$ cat config.mk
export PLATFORM = sky130hd
export DESIGN_NAME = cdb_arbiter
export DESIGN_NICKNAME = d
export VERILOG_FILES = /design/src/rtl/cdb_arbiter.sv
export SDC_FILE = /design/constraint.sdc
export NUM_CORES = 1
export LEC_CHECK = 0
export CORE_UTILIZATION = 50
export DETAILED_ROUTE_END_ITERATION = 8
export HOLD_SLACK_MARGIN = 0.1
export PLACE_DENSITY = 0.71
export SLEW_MARGIN = 25
export SYNTH_ARGS = -nofsm -noshare
export SYNTH_HDL_FRONTEND = slang
export SYNTH_SLANG_ARGS = --single-unit
$ cat constraint.sdc
create_clock -name clk -period 3.3 [get_ports clk]
set_input_delay 0.66 -clock clk [delete_from_list [all_inputs] [get_ports clk]]
set_output_delay 0.66 -clock clk [all_outputs]
set_load 0.05 [all_outputs]
$ cat src/rtl/cdb_arbiter.sv
// Common-data-bus arbiter: two result FIFOs (ALU, LSB) drained round-robin onto one registered CDB port.
// Optional macro CDB_BYPASS_EN lets an empty source's push go straight to the CDB when it wins the grant.
module cdb_arbiter #(
  parameter int ENTRY_W = 5,
  parameter int DEPTH   = 4
) (
  input  logic               clk,
  input  logic               rst_n,
  input  logic               rdy_i,
  input  logic               rollback_i,
  input  logic               alu_valid_i,
  input  logic [ENTRY_W-1:0] alu_entry_i,
  input  logic [31:0]        alu_result_i,
  input  logic [31:0]        alu_pc_i,
  output logic               alu_full_o,
  input  logic               lsb_valid_i,
  input  logic [ENTRY_W-1:0] lsb_entry_i,
  input  logic [31:0]        lsb_result_i,
  output logic               lsb_full_o,
  output logic               cdb_valid_o,
  output logic               cdb_src_o,
  output logic [ENTRY_W-1:0] cdb_entry_o,
  output logic [31:0]        cdb_result_o,
  output logic [31:0]        cdb_pc_o,
  output logic               overflow_err_o
);

  localparam int PW = $clog2(DEPTH);
  localparam int CW = PW + 1;
  localparam logic [CW-1:0] FULL_CNT = CW'(DEPTH);
  localparam logic SRC_ALU = 1'b0;
  localparam logic SRC_LSB = 1'b1;

  logic [ENTRY_W-1:0] alu_entry_mem [DEPTH];
  logic [31:0]        alu_result_mem [DEPTH];
  logic [31:0]        alu_pc_mem [DEPTH];
  logic [ENTRY_W-1:0] lsb_entry_mem [DEPTH];
  logic [31:0]        lsb_result_mem [DEPTH];

  logic [PW-1:0] alu_rptr_q, alu_wptr_q, lsb_rptr_q, lsb_wptr_q;
  logic [CW-1:0] alu_cnt_q, lsb_cnt_q, alu_cnt_d, lsb_cnt_d;
  logic          last_grant_q;
  logic          cdb_valid_q, cdb_src_q, ovf_q;
  logic [ENTRY_W-1:0] cdb_entry_q;
  logic [31:0]   cdb_result_q, cdb_pc_q;

  logic act, alu_byp, lsb_byp, alu_elig, lsb_elig, grant_alu, grant_lsb;
  logic alu_push, alu_pop, lsb_push, lsb_pop, drop;
  logic [ENTRY_W-1:0] alu_head_entry, lsb_head_entry;
  logic [31:0] alu_head_result, alu_head_pc, lsb_head_result;

  assign alu_full_o     = (alu_cnt_q == FULL_CNT);
  assign lsb_full_o     = (lsb_cnt_q == FULL_CNT);
  assign cdb_valid_o    = cdb_valid_q;
  assign cdb_src_o      = cdb_src_q;
  assign cdb_entry_o    = cdb_entry_q;
  assign cdb_result_o   = cdb_result_q;
  assign cdb_pc_o       = cdb_pc_q;
  assign overflow_err_o = ovf_q;

  always_comb begin
    act = rdy_i && !rollback_i;
`ifdef CDB_BYPASS_EN
    alu_byp         = (alu_cnt_q == '0) && alu_valid_i;
    lsb_byp         = (lsb_cnt_q == '0) && lsb_valid_i;
    alu_head_entry  = alu_byp ? alu_entry_i  : alu_entry_mem[alu_rptr_q];
    alu_head_result = alu_byp ? alu_result_i : alu_result_mem[alu_rptr_q];
    alu_head_pc     = alu_byp ? alu_pc_i     : alu_pc_mem[alu_rptr_q];
    lsb_head_entry  = lsb_byp ? lsb_entry_i  : lsb_entry_mem[lsb_rptr_q];
    lsb_head_result = lsb_byp ? lsb_result_i : lsb_result_mem[lsb_rptr_q];
`else
    alu_byp         = 1'b0;
    lsb_byp         = 1'b0;
    alu_head_entry  = alu_entry_mem[alu_rptr_q];
    alu_head_result = alu_result_mem[alu_rptr_q];
    alu_head_pc     = alu_pc_mem[alu_rptr_q];
    lsb_head_entry  = lsb_entry_mem[lsb_rptr_q];
    lsb_head_result = lsb_result_mem[lsb_rptr_q];
`endif
    alu_elig  = (alu_cnt_q != '0) || alu_byp;
    lsb_elig  = (lsb_cnt_q != '0) || lsb_byp;
    // On a tie the source opposite the previous grant wins.
    grant_alu = alu_elig && (!lsb_elig || last_grant_q == SRC_LSB);
    grant_lsb = lsb_elig && !grant_alu;
    alu_pop   = act && grant_alu && (alu_cnt_q != '0);
    lsb_pop   = act && grant_lsb && (lsb_cnt_q != '0);
    // Fullness uses the pre-edge count, so a same-cycle pop never makes room.
    alu_push  = act && alu_valid_i && !alu_full_o && !(grant_alu && alu_byp);
    lsb_push  = act && lsb_valid_i && !lsb_full_o && !(grant_lsb && lsb_byp);
    drop      = act && ((alu_valid_i && alu_full_o) || (lsb_valid_i && lsb_full_o));
    alu_cnt_d = alu_cnt_q;
    case ({alu_push, alu_pop})
      2'b10:   alu_cnt_d = alu_cnt_q + CW'(1);
      2'b01:   alu_cnt_d = alu_cnt_q - CW'(1);
      default: alu_cnt_d = alu_cnt_q;
    endcase
    lsb_cnt_d = lsb_cnt_q;
    case ({lsb_push, lsb_pop})
      2'b10:   lsb_cnt_d = lsb_cnt_q + CW'(1);
      2'b01:   lsb_cnt_d = lsb_cnt_q - CW'(1);
      default: lsb_cnt_d = lsb_cnt_q;
    endcase
  end

  // Payload storage needs no reset; validity lives in the counts.
  always_ff @(posedge clk) begin
    if (alu_push) begin
      alu_entry_mem[alu_wptr_q]  <= alu_entry_i;
      alu_result_mem[alu_wptr_q] <= alu_result_i;
      alu_pc_mem[alu_wptr_q]     <= alu_pc_i;
    end
    if (lsb_push) begin
      lsb_entry_mem[lsb_wptr_q]  <= lsb_entry_i;
      lsb_result_mem[lsb_wptr_q] <= lsb_result_i;
    end
  end

  always_ff @(posedge clk or negedge rst_n) begin
    if (!rst_n) begin
      alu_rptr_q <= '0; alu_wptr_q <= '0; alu_cnt_q <= '0;
      lsb_rptr_q <= '0; lsb_wptr_q <= '0; lsb_cnt_q <= '0;
      last_grant_q <= SRC_LSB;
      cdb_valid_q  <= 1'b0;
      cdb_src_q    <= SRC_ALU;
      cdb_entry_q  <= '0;
      cdb_result_q <= '0;
      cdb_pc_q     <= '0;
      ovf_q        <= 1'b0;
    end else if (rollback_i) begin
      alu_rptr_q <= '0; alu_wptr_q <= '0; alu_cnt_q <= '0;
      lsb_rptr_q <= '0; lsb_wptr_q <= '0; lsb_cnt_q <= '0;
      last_grant_q <= SRC_LSB;
      cdb_valid_q  <= 1'b0;
    end else if (rdy_i) begin
      alu_cnt_q <= alu_cnt_d;
      lsb_cnt_q <= lsb_cnt_d;
      if (alu_push) alu_wptr_q <= alu_wptr_q + PW'(1);
      if (lsb_push) lsb_wptr_q <= lsb_wptr_q + PW'(1);
      if (alu_pop)  alu_rptr_q <= alu_rptr_q + PW'(1);
      if (lsb_pop)  lsb_rptr_q <= lsb_rptr_q + PW'(1);
      if (drop)     ovf_q <= 1'b1;
      cdb_valid_q <= grant_alu || grant_lsb;
      if (grant_alu) begin
        last_grant_q <= SRC_ALU;
        cdb_src_q    <= SRC_ALU;
        cdb_entry_q  <= alu_head_entry;
        cdb_result_q <= alu_head_result;
        cdb_pc_q     <= alu_head_pc;
      end else if (grant_lsb) begin
        last_grant_q <= SRC_LSB;
        cdb_src_q    <= SRC_LSB;
        cdb_entry_q  <= lsb_head_entry;
        cdb_result_q <= lsb_head_result;
        cdb_pc_q     <= '0;
      end
    end
  end

endmodule

==> impl_metrics.json, run 1 <==
{
  "power_frac_clock": 0.313,
  "grt_setup_unrepaired": "false",
  "peakVddDrop_mv": 0.535,
  "routedLengthMet1_um": 16100,
  "routed_wl_um": 38500,
  "end_kind": "output port",
  "slew_headroom": 0.425,
  "regToRegStartpoint": "alu_cnt_q[0]",
  "io_pins": 186,
  "wire_per_inst_um": 22.8,
  "period_share": 0.929,
  "clock-root-buffer": "clkbuf_16",
  "wl_met3_um": 2080,
  "numClockSinks": 511,
  "n_fill_cell": 2628,
  "yosys.area.top_type_share": 0.662,
  "htree_levels": 2,
  "syn-instance-count": 912,
  "cts_tree": "yes",
  "hp-class": "in2async",
  "async_flop_share": 0.170,
  "p_sw_frac": 0.302,
  "seqPwrFrac": 0.416,
  "gp_congestion": 0.722,
  "chipHeight_um": 198,
  "p_total_mw": 19.2,
  "p_sw_mw": 5.80,
  "finalHoldViolations": 0,
  "ys_seq_area_frac": 0.776,
  "fin_setup_tns_ns": 0,
  "drt_drc_violations_left": 0,
  "synth-main-ff-cell": "edfxtp_1",
  "drt-initial-drc-count": 690,
  "post_cts_hold_buffer_count": 0,
  "vias_per_cell": 5.50,
  "final_max_slew_viol_count": 0,
  "nNetsFinal": 1259,
  "p_comb_frac": 0.271,
  "core_sq_mm": 0.0378,
  "r2r_slack_ns": 0.75,
  "worstPathMaxFanout": 8,
  "syn_avg_cell_area_sq_um": 21.1,
  "grt_pass1_vias": 9793,
  "post_cts_buffers": 0,
  "dr.pass1.iters": 5,
  "status": "complete, no violations",
  "yosysTopAreaCell": "edfxtp_1",
  "area_growth_pct": 23.7,
  "yosysMostFrequentCell": "edfxtp_1",
  "max_freq_mhz": 326,
  "ant_nets": 0,
  "dp_hpwl_um": 23300,
  "syn_area_sq_mm": 0.0192,
  "routed.top_layer": "met5",
  "wl_met2_um": 19400,
  "final_layout_size_suffix_gt1_frac": 0.208,
  "synth_cell_types": 47,
  "clk_pin_slew_worst_paths_ns": 0.06,
  "track_usage": 0.204,
  "syn_nets": 1034,
  "initial_utilization": 0.509,
  "worstPathArrival_ns": 2.41,
  "portBuffers": 185,
  "internal_power_mw": 13.4,
  "reg2regPathDepth": 7,
  "period_minus_slack_ns": 3.07,
  "worstSetupPathType": "reg2out",
  "num_rows": 71,
  "p_leak_nw": 8.16,
  "die_width_um": 198,
  "startpoint_type": "flip-flop",
  "grt_first_pass_wirelength_um": 58700,
  "power_density_mw_per_mm2": 807,
  "clockBufferDepth": 3,
  "crit_start": "lsb_cnt_q[1]",
  "cts_buffers": 51,
  "maxCapViolCount": 0,
  "grt_overflow_total": 0,
  "synth_edf_count": 424,
  "grt_start_max_net_pins": 49,
  "antenna_found_initial": 4,
  "yosysWarnings": 0,
  "dieArea_sq_mm": 0.0392,
  "num_vias": 9312,
  "crit_required_ns": 2.64,
  "synthTopCellsByArea": "edfxtp_1, mux4_2, dfrtp_1",
  "setup_violations": 0,
  "synth.cells.most_frequent": "edfxtp_1, mux4_2, dfrtp_1, nand2_1",
  "r2r-end": "alu_cnt_q[2]",
  "worst_slew_pin_slew_ns": 0.863,
  "whs_ns": 0.137,
  "post_cts_resized": 0,
  "clkLatencyLatePin_ns": 0.57,
  "finalClockSkew_ns": 0.0186,
  "ys_ff_latch": 511
}
-- worst max-delay path, cell delays in order (launching register included) --
cell	delay, ns
dfrtp_1	0.47
or3b_4	0.47
inv_1	0.09
clkdlybuf4s50_1	0.80
-- how the worst max path moves through the flow --
| stage | to | slack, ns | depth (start not counted) |
|---|---|---|---|
| after floorplan | alu_entry_mem[2][0] | 0.19 | 2 |
| after global placement | alu_cnt_q[2] | 0.52 | 7 |
| after detailed placement | alu_cnt_q[2] | 0.47 | 7 |
| after CTS | lsb_full_o | 0.21 | 3 |
| after global routing | lsb_full_o | 0.15 | 3 |
| final | lsb_full_o | 0.23 | 3 |
-- power groups by stage --
stage | sequential (mW) | combinational, mW | clock (mW)
global placement | 8.12 | 5.19 | 0
detailed placement | 8.13 | 5.25 | 0
global route | 8.07 | 5.53 | 6.36
floorplan | 9.18 | 2.42 | 0
finish | 7.98 | 5.21 | 6.01
CTS | 8.01 | 5.26 | 6.11
-- metal layers --
metal	vias to the layer above	GRT usage
li1	4153	-
met1	4844	0.279
met2	249	0.336
met3	62	0.0370
met4	4	0.0646
met5	-	0
-- stage by stage --
step                cell area [sq um]  worst slack [ns]  cells  utilization
detailed placement              22000             0.471   1594        0.583
global route                    23800             0.145   1693        0.630
finish                          23800             0.233   1693        0.630
floorplan                       19200             0.187    912            -
CTS                             23800             0.213   1690        0.629
global placement                22000             0.521   1594        0.583
-- cells by family after synthesis --
logic type	share of synthesized area
AO/OA/AOI/OAI	0.0317
XOR/XNOR	0.00410
adder cells (fa/ha/maj)	0.00690
buffers and inverters	0.0122
flip-flops	0.776
multiplexers	0.146
AND/OR/NAND/NOR	0.0238
-- registers in the layout, summed over array words and instances, names as in the netlist --
signal,count
cdb_src_o,1
last_grant_q,1
alu_rptr_q,2
alu_pc_mem,128
overflow_err_o,1
lsb_wptr_q,2
cdb_entry_o,5
lsb_rptr_q,2
lsb_result_mem,128
lsb_cnt_q,3
alu_cnt_q,3
alu_result_mem,128
lsb_entry_mem,20
alu_wptr_q,2
cdb_result_o,32
alu_entry_mem,20
cdb_valid_o,1
cdb_pc_o,32
-- layout make-up --
class | instances | area (sq um) | area share
Timing Repair Buffer | 219 | 2310 | 0.0972
Sequential cell | 511 | 14900 | 0.627
Inverter | 6 | 22.5 | 0.000947
Tap cell | 511 | 639 | 0.0269
Clock buffer | 66 | 1360 | 0.0573
Antenna cell | 2 | 5.00 | 0.000210
Multi-Input combinational cell | 348 | 4120 | 0.173
Clock inverter | 30 | 397 | 0.0167
-- cells in the final DEF (no fill, tap or decap), types with 4 or more instances in the layout --
master	n
edfxtp_1	424
clkdlybuf4s50_1	184
mux4_2	106
dfrtp_1	82
clkbuf_16	51
nand2_1	46
mux2i_1	40
o21ai_0	40
a22o_1	32
buf_4	19
buf_12	15
nor2_1	14
clkbuf_1	12
clkinv_2	10
ha_1	9
bufinv_16	9
inv_1	6
xnor2_1	5
a21oi_1	5
xor2_1	4
nor3_1	4
and3_4	4
and2_2	4
nand3_1	4
clkinvlp_4	4
Power figures use the tool's default switching activity.
==> run 2, diff against run 1 <==
- CORE_UTILIZATION: 50 -> 55
- PLACE_DENSITY: 0.71 -> 0.77
- SLEW_MARGIN: 25 -> 15
- clock period: 3.3 -> 3.1 ns (I/O delays scaled with it)
==> impl_metrics.json, run 2 (synthesized netlist as in run 1, its figures left out) <==
{
  "status": "complete, no violations",
  "dieArea_sq_mm": 0.0357,
  "nNetsFinal": 1264,
  "layout_commonest_cell": "edfxtp_1",
  "antenna_found_initial": 4,
  "max_freq_mhz": 332,
  "final_layout_size_suffix_gt1_frac": 0.204,
  "multiInputGateArea_sq_mm": 0.00412,
  "largestRegisters": "alu_pc_mem (128), alu_result_mem (128), lsb_result_mem (128)",
  "dp_cells": 1545,
  "final_max_slew_viol_count": 0,
  "vias_per_cell": 5.88,
  "numClockSinks": 511,
  "end_kind": "output port",
  "area_growth_pct": 22.7,
  "finalClockSkew_ns": 0.0152,
  "clockBufferDepth": 3,
  "die_width_um": 189,
  "n_fill_cell": 2179,
  "track_usage": 0.231,
  "clk_pin_slew_worst_paths_ns": 0.06,
  "grt_setup_unrepaired": "false",
  "gp_congestion": 0.761,
  "mostFrequentLayoutCells": "edfxtp_1, clkdlybuf4s50_1, mux4_2, dfrtp_1, clkbuf_16",
  "maxCapViolCount": 0,
  "finalHoldViolations": 0,
  "grt_overflow_total": 0,
  "num_rows": 68,
  "worst_slew_pin_slew_ns": 0.744,
  "worstPathArrival_ns": 2.39,
  "portBuffers": 185,
  "wire_per_inst_um": 24.6,
  "path_cells": "or3b_4, inv_1, clkdlybuf4s50_1",
  "period_share": 0.972,
  "drt_drc_violations_left": 0,
  "chipHeight_um": 189,
  "initial_utilization": 0.558,
  "grt_pass1_vias": 10100,
  "worstSetupPathType": "reg2out",
  "post_cts_hold_buffer_count": 1,
  "dp_hpwl_um": 24300,
  "post_cts_buffers": 0,
  "core_sq_mm": 0.0345,
  "startpoint_type": "flip-flop",
  "slowest_delay_ns": 0.80,
  "post_cts_resized": 0,
  "ant_nets": 0,
  "seq_area_sq_mm": 0.0149,
  "period_minus_slack_ns": 3.01,
  "cts_tree": "yes",
  "peakVddDrop_mv": 0.685,
  "crit_required_ns": 2.48,
  "finish.utilization": 0.684,
  "fin_cells": 1641,
  "cts_buffers": 49,
  "slew_headroom": 0.502,
  "clkLatencyLatePin_ns": 0.56,
  "routed_wl_um": 40400,
  "critPathSlowestCell": "clkdlybuf4s50_1",
  "setup_violations": 0,
  "critPathBufInv": 2,
  "p_leak_nw": 8.12,
  "cp_top_family": "buffers and inverters",
  "hp-class": "reg2reg",
  "io_pins": 186,
  "fin_setup_tns_ns": 0,
  "power_density_mw_per_mm2": 840,
  "grt_start_max_net_pins": 53,
  "dr.pass1.iters": 7,
  "clock-root-buffer": "clkbuf_16",
  "num_vias": 9651,
  "drt-initial-drc-count": 840,
  "grt_first_pass_wirelength_um": 60900,
  "htree_levels": 2,
  "worstPathMaxFanout": 8
}
[run 2: cell count changes in the layout (fill, tap and decap cells not counted), moves of 2 or more]
cell / delta
buf_12: +3
clkinv_8: +2
buf_4: +4
inv_6: -2
bufinv_16: -7
clkbuf_8: +4
clkbuf_16: -2
clkinv_2: -2
clkinvlp_4: -4
clkbuf_1: +7
[run 2: worst paths after layout]
path	from	to	slack (ns)	cells past startpoint
max in group asynchronous	rst_n	last_grant_q	1.71	3
min	overflow_err_o	overflow_err_o	0.48	1
max reg2reg	alu_cnt_q[0]	alu_cnt_q[2]	0.23	7
min in group asynchronous	rst_n	cdb_pc_o[8]	0.62	2
max	lsb_cnt_q[1]	lsb_full_o	0.09	3
min reg2reg	overflow_err_o	overflow_err_o	0.48	1
[run 2: metal layers]
layer	wire length, um	GRT usage	vias to the layer above
met4	983	0.0732	2
li1	-	-	4165
met1	16200	0.310	5087
met2	20900	0.392	320
met5	13	0	-
met3	2250	0.0369	77
[run 2: through the flow]
step	total power [mW]	setup WS (ns)	instance area (sq um)	hold WS (ns)
floorplan	12.3	0.0129	19200	0.324
global placement	14.1	0.314	22000	0.461
detailed placement	14.3	0.257	22000	0.462
CTS	20.0	0.0725	23600	0.479
global route	20.6	0.00884	23600	0.506
finish	19.8	0.0880	23600	0.475
[run 2: worst reg2reg max path: stages, from the launching register on]
cell     delay [ns]
dfrtp_1        0.48
or3_1          0.48
o21ai_4        0.29
nor3_1         0.15
fa_1           0.42
or4b_1         0.55
and3_1         0.19
o21ba_2        0.21
[run 2: area by class of cell]
cell class	instances	area share
multi-input combinational	348	0.175
sequential	511	0.633
tap	455	0.0241
timing repair buffer	226	0.101
antenna	3	0.000318
clock buffer	75	0.0591
inverter	6	0.000955
clock inverter	17	0.00684
[run 2: power breakdown]
part,switching (mW),total (mW),internal [mW]
clock network,2.43,5.71,3.28
logic,3.29,5.64,2.35
registers,0.451,8.46,8.01
==> run 3, diff against run 2 <==
- ABC_CLOCK_PERIOD_IN_PS: not set -> 3100
- TNS_END_PERCENT: not set -> 20
==> results of run 3 <==
Final layout, timing and power as in run 2 (identical DEF).
